$ cat src/rtl/mem_bus_router.sv
// Single-master address router: decodes the CPU address onto one of NUM_SLAVES ports.
// Optional access timeout enabled by defining MEM_BUS_ROUTER_TIMEOUT_EN.
module mem_bus_router #(
  parameter int                         NUM_SLAVES     = 4,
  parameter logic [NUM_SLAVES*32-1:0]   SLAVE_BASE     = {32'h8000_0000, 32'h2000_0000,
                                                          32'h1000_0000, 32'h0000_0000},
  parameter logic [NUM_SLAVES*32-1:0]   SLAVE_MASK     = {32'hF000_0000, 32'hFF00_0000,
                                                          32'hFFFF_FF00, 32'hFFFF_0000},
  parameter int                         TIMEOUT_CYCLES = 255
) (
  input  logic                       clk,
  input  logic                       resetn,
  input  logic                       cpu_valid,
  input  logic [31:0]                cpu_addr,
  input  logic [3:0]                 cpu_wstrb,
  input  logic [31:0]                cpu_wdata,
  output logic [31:0]                cpu_rdata,
  output logic                       cpu_ready,
  output logic                       cpu_fault,
  output logic [NUM_SLAVES-1:0]      s_valid,
  output logic [31:0]                s_addr,
  output logic [3:0]                 s_wstrb,
  output logic [31:0]                s_wdata,
  input  logic [NUM_SLAVES*32-1:0]   s_rdata,
  input  logic [NUM_SLAVES-1:0]      s_ready,
  output logic [31:0]                fault_addr,
  output logic [7:0]                 fault_cnt
);

  localparam int SEL_W = (NUM_SLAVES > 1) ? $clog2(NUM_SLAVES) : 1;

  typedef enum logic [1:0] {IDLE, ACCESS, RESP} state_t;

  state_t                  state_q, state_d;
  logic [NUM_SLAVES-1:0]   s_valid_q, s_valid_d;
  logic                    cpu_ready_q, cpu_ready_d;
  logic                    fault_q, fault_d;
  logic [31:0]             fault_addr_q, fault_addr_d;
  logic [7:0]              fault_cnt_q, fault_cnt_d;
  logic [SEL_W-1:0]        sel_q, sel_d;
  logic [31:0]             addr_q, addr_d;
  logic [3:0]              wstrb_q, wstrb_d;
  logic [31:0]             wdata_q, wdata_d;
  logic [31:0]             rdata_q, rdata_d;

  logic                    hit;
  logic [SEL_W-1:0]        hit_idx;
  logic [NUM_SLAVES-1:0]   hit_onehot;
  logic                    sel_ready;
  logic [31:0]             sel_rdata;
  logic [7:0]              fault_cnt_inc;

`ifdef MEM_BUS_ROUTER_TIMEOUT_EN
  logic [15:0]             tmo_cnt_q, tmo_cnt_d;
  logic [15:0]             tmo_next;
  assign tmo_next = tmo_cnt_q + 16'd1;
`endif

  // Descending scan so the lowest matching index is the one left standing.
  always_comb begin
    hit        = 1'b0;
    hit_idx    = '0;
    hit_onehot = '0;
    for (int i = NUM_SLAVES - 1; i >= 0; i--) begin
      if ((cpu_addr & SLAVE_MASK[i*32 +: 32]) == SLAVE_BASE[i*32 +: 32]) begin
        hit        = 1'b1;
        hit_idx    = SEL_W'(i);
        hit_onehot = '0;
        hit_onehot[i] = 1'b1;
      end
    end
  end

  always_comb begin
    sel_ready = 1'b0;
    sel_rdata = '0;
    for (int i = 0; i < NUM_SLAVES; i++) begin
      if (sel_q == SEL_W'(i)) begin
        sel_ready = s_ready[i];
        sel_rdata = s_rdata[i*32 +: 32];
      end
    end
  end

  assign fault_cnt_inc = (fault_cnt_q == 8'hFF) ? fault_cnt_q : fault_cnt_q + 8'd1;

  always_comb begin
    state_d      = state_q;
    s_valid_d    = s_valid_q;
    cpu_ready_d  = 1'b0;
    fault_d      = fault_q;
    fault_addr_d = fault_addr_q;
    fault_cnt_d  = fault_cnt_q;
    sel_d        = sel_q;
    addr_d       = addr_q;
    wstrb_d      = wstrb_q;
    wdata_d      = wdata_q;
    rdata_d      = rdata_q;
`ifdef MEM_BUS_ROUTER_TIMEOUT_EN
    tmo_cnt_d    = tmo_cnt_q;
`endif
    case (state_q)
      // cpu_ready_q high means the CPU is still holding the request just answered.
      IDLE: begin
        if (cpu_valid && !cpu_ready_q) begin
          addr_d = cpu_addr;
          if (hit) begin
            sel_d     = hit_idx;
            wstrb_d   = cpu_wstrb;
            wdata_d   = cpu_wdata;
            s_valid_d = hit_onehot;
            state_d   = ACCESS;
`ifdef MEM_BUS_ROUTER_TIMEOUT_EN
            tmo_cnt_d = '0;
`endif
          end else begin
            fault_d      = 1'b1;
            rdata_d      = '0;
            fault_addr_d = cpu_addr;
            fault_cnt_d  = fault_cnt_inc;
            state_d      = RESP;
          end
        end
      end
      ACCESS: begin
        if (sel_ready) begin
          rdata_d   = sel_rdata;
          fault_d   = 1'b0;
          s_valid_d = '0;
          state_d   = RESP;
        end
`ifdef MEM_BUS_ROUTER_TIMEOUT_EN
        else begin
          tmo_cnt_d = tmo_next;
          if (tmo_next == 16'(TIMEOUT_CYCLES)) begin
            s_valid_d    = '0;
            fault_d      = 1'b1;
            rdata_d      = '0;
            fault_addr_d = addr_q;
            fault_cnt_d  = fault_cnt_inc;
            state_d      = RESP;
          end
        end
`endif
      end
      RESP: begin
        cpu_ready_d = 1'b1;
        state_d     = IDLE;
      end
      default: state_d = IDLE;
    endcase
  end

  always_ff @(posedge clk) begin
    if (!resetn) begin
      state_q      <= IDLE;
      s_valid_q    <= '0;
      cpu_ready_q  <= 1'b0;
      fault_q      <= 1'b0;
      fault_addr_q <= '0;
      fault_cnt_q  <= '0;
`ifdef MEM_BUS_ROUTER_TIMEOUT_EN
      tmo_cnt_q    <= '0;
`endif
    end else begin
      state_q      <= state_d;
      s_valid_q    <= s_valid_d;
      cpu_ready_q  <= cpu_ready_d;
      fault_q      <= fault_d;
      fault_addr_q <= fault_addr_d;
      fault_cnt_q  <= fault_cnt_d;
`ifdef MEM_BUS_ROUTER_TIMEOUT_EN
      tmo_cnt_q    <= tmo_cnt_d;
`endif
    end
  end

  always_ff @(posedge clk) begin
    sel_q   <= sel_d;
    addr_q  <= addr_d;
    wstrb_q <= wstrb_d;
    wdata_q <= wdata_d;
    rdata_q <= rdata_d;
  end

  assign s_valid    = s_valid_q;
  assign s_addr     = addr_q;
  assign s_wstrb    = wstrb_q;
  assign s_wdata    = wdata_q;
  assign cpu_ready  = cpu_ready_q;
  assign cpu_rdata  = cpu_ready_q ? rdata_q : 32'd0;
  assign cpu_fault  = cpu_ready_q & fault_q;
  assign fault_addr = fault_addr_q;
  assign fault_cnt  = fault_cnt_q;

endmodule

$ cat config.mk
export PLATFORM = sky130hd
export DESIGN_NAME = mem_bus_router
export DESIGN_NICKNAME = d
export VERILOG_FILES = /design/src/rtl/mem_bus_router.sv
export SDC_FILE = /design/constraint.sdc
export NUM_CORES = 1
export LEC_CHECK = 0
export BUFFER_PORTS_ARGS = -buffer_cell sky130_fd_sc_hd__buf_2
export CORE_AREA = 2 2 137 139
export DETAILED_ROUTE_END_ITERATION = 16
export DIE_AREA = 0 0 139 141
export PLACE_DENSITY = 0.78
export SYNTH_ARGS = -nofsm -noshare
export SYNTH_HDL_FRONTEND = slang
export SYNTH_SLANG_ARGS = --single-unit
$ cat constraint.sdc
create_clock -name clk -period 2.9 [get_ports clk]
set_input_delay 0.145 -clock clk [delete_from_list [all_inputs] [get_ports clk]]
set_output_delay 0.145 -clock clk [all_outputs]
set_load 0.02 [all_outputs]
==> run summary <==
clk_skew - 9.424 ps
Hold Path Origin - cpu_addr[29]
Crit Path Max Fanout - 25
Avg Inst Size Synth - 13.46 sq um
vias in the first global route - 5573
PwrDens - 545.5 nW/um^2
post-route cell area - 9520 sq um
WL/cell - 16.82 um
VDD IR-drop max - 0.3506 mV
H-Tree Level Count - 4
Sw Pwr - 1280 uW
GRT Util Overall - 19.02%
Hold Slack - 79.41 ps
Iteration-0 DRC Markers - 328
R2R depth - 4
P_leak - 0.004123 uW
Post-Syn Area - 6315 sq um
status - complete, no violations
Async SR Flop Fraction - 0%
Die Y - 141 um
RSZ-0062 raised after global routing - no
Detail Route Antenna Nets - 0
final setup vio count - 0
WP data required - 3220 ps
final setup TNS - 0 ps
Reg power frac - 46.7%
Seq/Total Area, Yosys - 63.72%
Post-synth EDFFs - 102
Reg2Reg Launch Point - state_q[1]$_SDFFE_PN0P_
Synth Flop Type - edfxtp_1
Slew Limit Fails - 0
hold depth - 3
Final Hold Viols - 0
fill count - 1578
layout cells sized above 1 - 48.16%
nets - 1086
Slew HR - 17.69%
Starting Density - 34.57%
Reg area - 4024 sq um
area grow syn2layout - 50.76%
syn nets - 673
RePlAce Congestion - 0.8304
Vias/cell - 4.812
Hold WC Path Type - in -> reg
Cell variety after synth - 48
reg-to-reg setup timing slack - 650 ps
DP Area - 8265 sq um
total CTS buffers - 17
Reg-to-Reg End - rdata_q[6]$_SDFFCE_PN0P_
combinational power share - 12.0%
Pint - 3914 uW
Synth Instances - 469
Die W - 139 um
Die ar. - 19600 sq um
clock-pin slew on the worst setup and hold paths - 70 ps
dpl cells - 1030
worst path arrival time - 2850 ps
wirelength, routed - 19.01 mm
max cap viols - 0
CP Launch Type - primary input
CTS max path bufs - 2
num ports - 349
DR vias - 5438
GRT Residual Overflow - 0
clock sink count - 150
fin cells - 1130
Critical Path End Type - flip-flop
Clk network pwr share - 41.3%
first-pass GRT wire length - 28.96 mm
Hold EP - fault_addr[29]$_SDFFE_PN0P_
Tightest Pin Transition - 1233 ps
TritonCTS clock tree - yes
Clock Latency Late Sink - 410 ps
I/O Buffers - 348
# DRC - 0
Pre-antenna DRT Iters - 4
pin count of the biggest net entering global routing - 40
#FFs+latches synth - 150
Core ar. - 18270 sq um
clk root buf - clkbuf_16
HPWL Detailed - 13.94 mm
kind of critical path - in -> reg
switching share of power - 24.64%
number of antenna violations at the first check in global routing - 1
Max Freq - 396.3 MHz
multi-input logic area - 2136 sq um
Placement Rows - 50
Synth Warn # - 0
fin crit share - 87.01%
clock period minus worst slack - 2523 ps
[cell usage after synthesis (2+ instances only)]
master    number  area (sq um)
o31ai_1        3         22.52
or3_1          2         12.51
nor3_1         4         20.02
and3_1         4         25.02
nand4_1        3         18.77
dfxtp_1       48         960.9
nor2b_1       33         206.5
edfxtp_1     102          3063
mux4_2        32         720.7
buf_2          6         30.03
mux2i_1        6         60.06
nor4_1         7         43.79
nand2_1       78         292.8
nor2_1         6         22.52
a21oi_1       42         210.2
and2_1        34         212.7
buf_6          4         45.04
clkbuf_1      17         63.81
inv_1          3         11.26
or4_1          2         15.01
nand3_1        6         30.03
[power by group through the flow]
stage	clock (uW)	sequential, uW	combinational (uW)
floorplan	0	2550	192
global placement	0	2470	540
detailed placement	0	2470	555
CTS	2200	2420	627
global route	2280	2430	668
finish	2150	2420	623
[per-stage QoR]
stage | utilization (%) | setup WS (ps) | power (uW)
floorplan | - | 10.48 | 2746
global placement | 45.25 | 622.3 | 3008
global route | 52.12 | 177.1 | 5383
finish | 52.12 | 376.6 | 5193
detailed placement | 45.25 | 525.8 | 3025
CTS | 52.10 | 434.7 | 5248
[final cells by class]
cell class              count  share of cell area (%)
diodes                      1                 0.02628
flip-flops and latches    150                   42.27
well taps                 234                   3.075
clock inverters            13                   1.459
repair buffers            423                   25.97
inverters                   3                  0.1183
multi-input cells         287                   22.43
clock buffers              19                   4.652
[layer usage]
metal / vias to the layer above / part of all wire (%) / GRT usage [%]
met4: 0 / 2.8 / 8.719
met3: 34 / 8.0 / 5.163
met2: 284 / 50 / 32.67
met1: 2561 / 39 / 22.34
li1: 2559 / - / -
met5: - / 0 / 0
[cell families after synthesis]
family | Yosys count | share of synthesized area, %
AO/OA/AOI/OAI | 59 | 5.429
adder cells (fa/ha/maj) | 1 | 0.1981
AND/OR/NAND/NOR | 188 | 15.40
flip-flops | 150 | 63.72
buffers and inverters | 32 | 2.714
multiplexers | 39 | 12.54
[placed cells by master, fill, tap and decap left out, types with 2 or more instances in the layout]
cell type,n
buf_2,348
edfxtp_1,102
nand2_1,78
dlygate4sd3_1,67
dfxtp_1,48
a21oi_1,40
and2_1,34
nor2b_1,33
mux4_2,32
clkbuf_16,17
buf_4,8
nor4_1,7
nor2_1,6
mux2i_1,6
nand3_1,6
inv_6,5
nor3_1,4
inv_1,3
and3_1,3
nand4_1,3
o31ai_1,3
a21oi_2,2
or4_1,2
or3_1,2
clkinv_2,2
inv_8,2
[worst max-delay path by stage]
stage,slack (ps),to,startpoint
floorplan,10,s_wdata[0]$_DFFE_PP_,state_q[1]$_SDFFE_PN0P_
global placement,620,s_wdata[18]$_DFFE_PP_,cpu_addr[8]
detailed placement,530,fault_addr[5]$_SDFFE_PN0P_,cpu_addr[8]
CTS,430,fault_addr[5]$_SDFFE_PN0P_,cpu_addr[31]
global route,180,fault_addr[17]$_SDFFE_PN0P_,cpu_addr[24]
finish,380,fault_addr[5]$_SDFFE_PN0P_,cpu_addr[9]
[repair_timing]
| item | CTS | global route |
|---|---|---|
| resized for setup | 0 | 0 |
| endpoints found under the hold margin | 96 | 0 |
| hold buffers | 67 | 0 |
| buffers inserted | 0 | 0 |
[worst max-delay path: stages]
cell and delay (ps):
dlygate4sd3_1 540, buf_2 140, nor4_1 490, a21boi_1 130, o22ai_1 370, a21o_2 410
buf_4 350, nand2_1 90, a21oi_1 150
[registers in the layout (all words and copies together) (netlist names)]
name and flops:
state_q 2, fault_q 1, s_wstrb 4, s_wdata 32
cpu_ready 1, fault_cnt 8, s_valid 4, fault_addr 32
sel_q 2, rdata_q 32, s_addr 32
No activity file was read; power rests on OpenSTA's default activity.
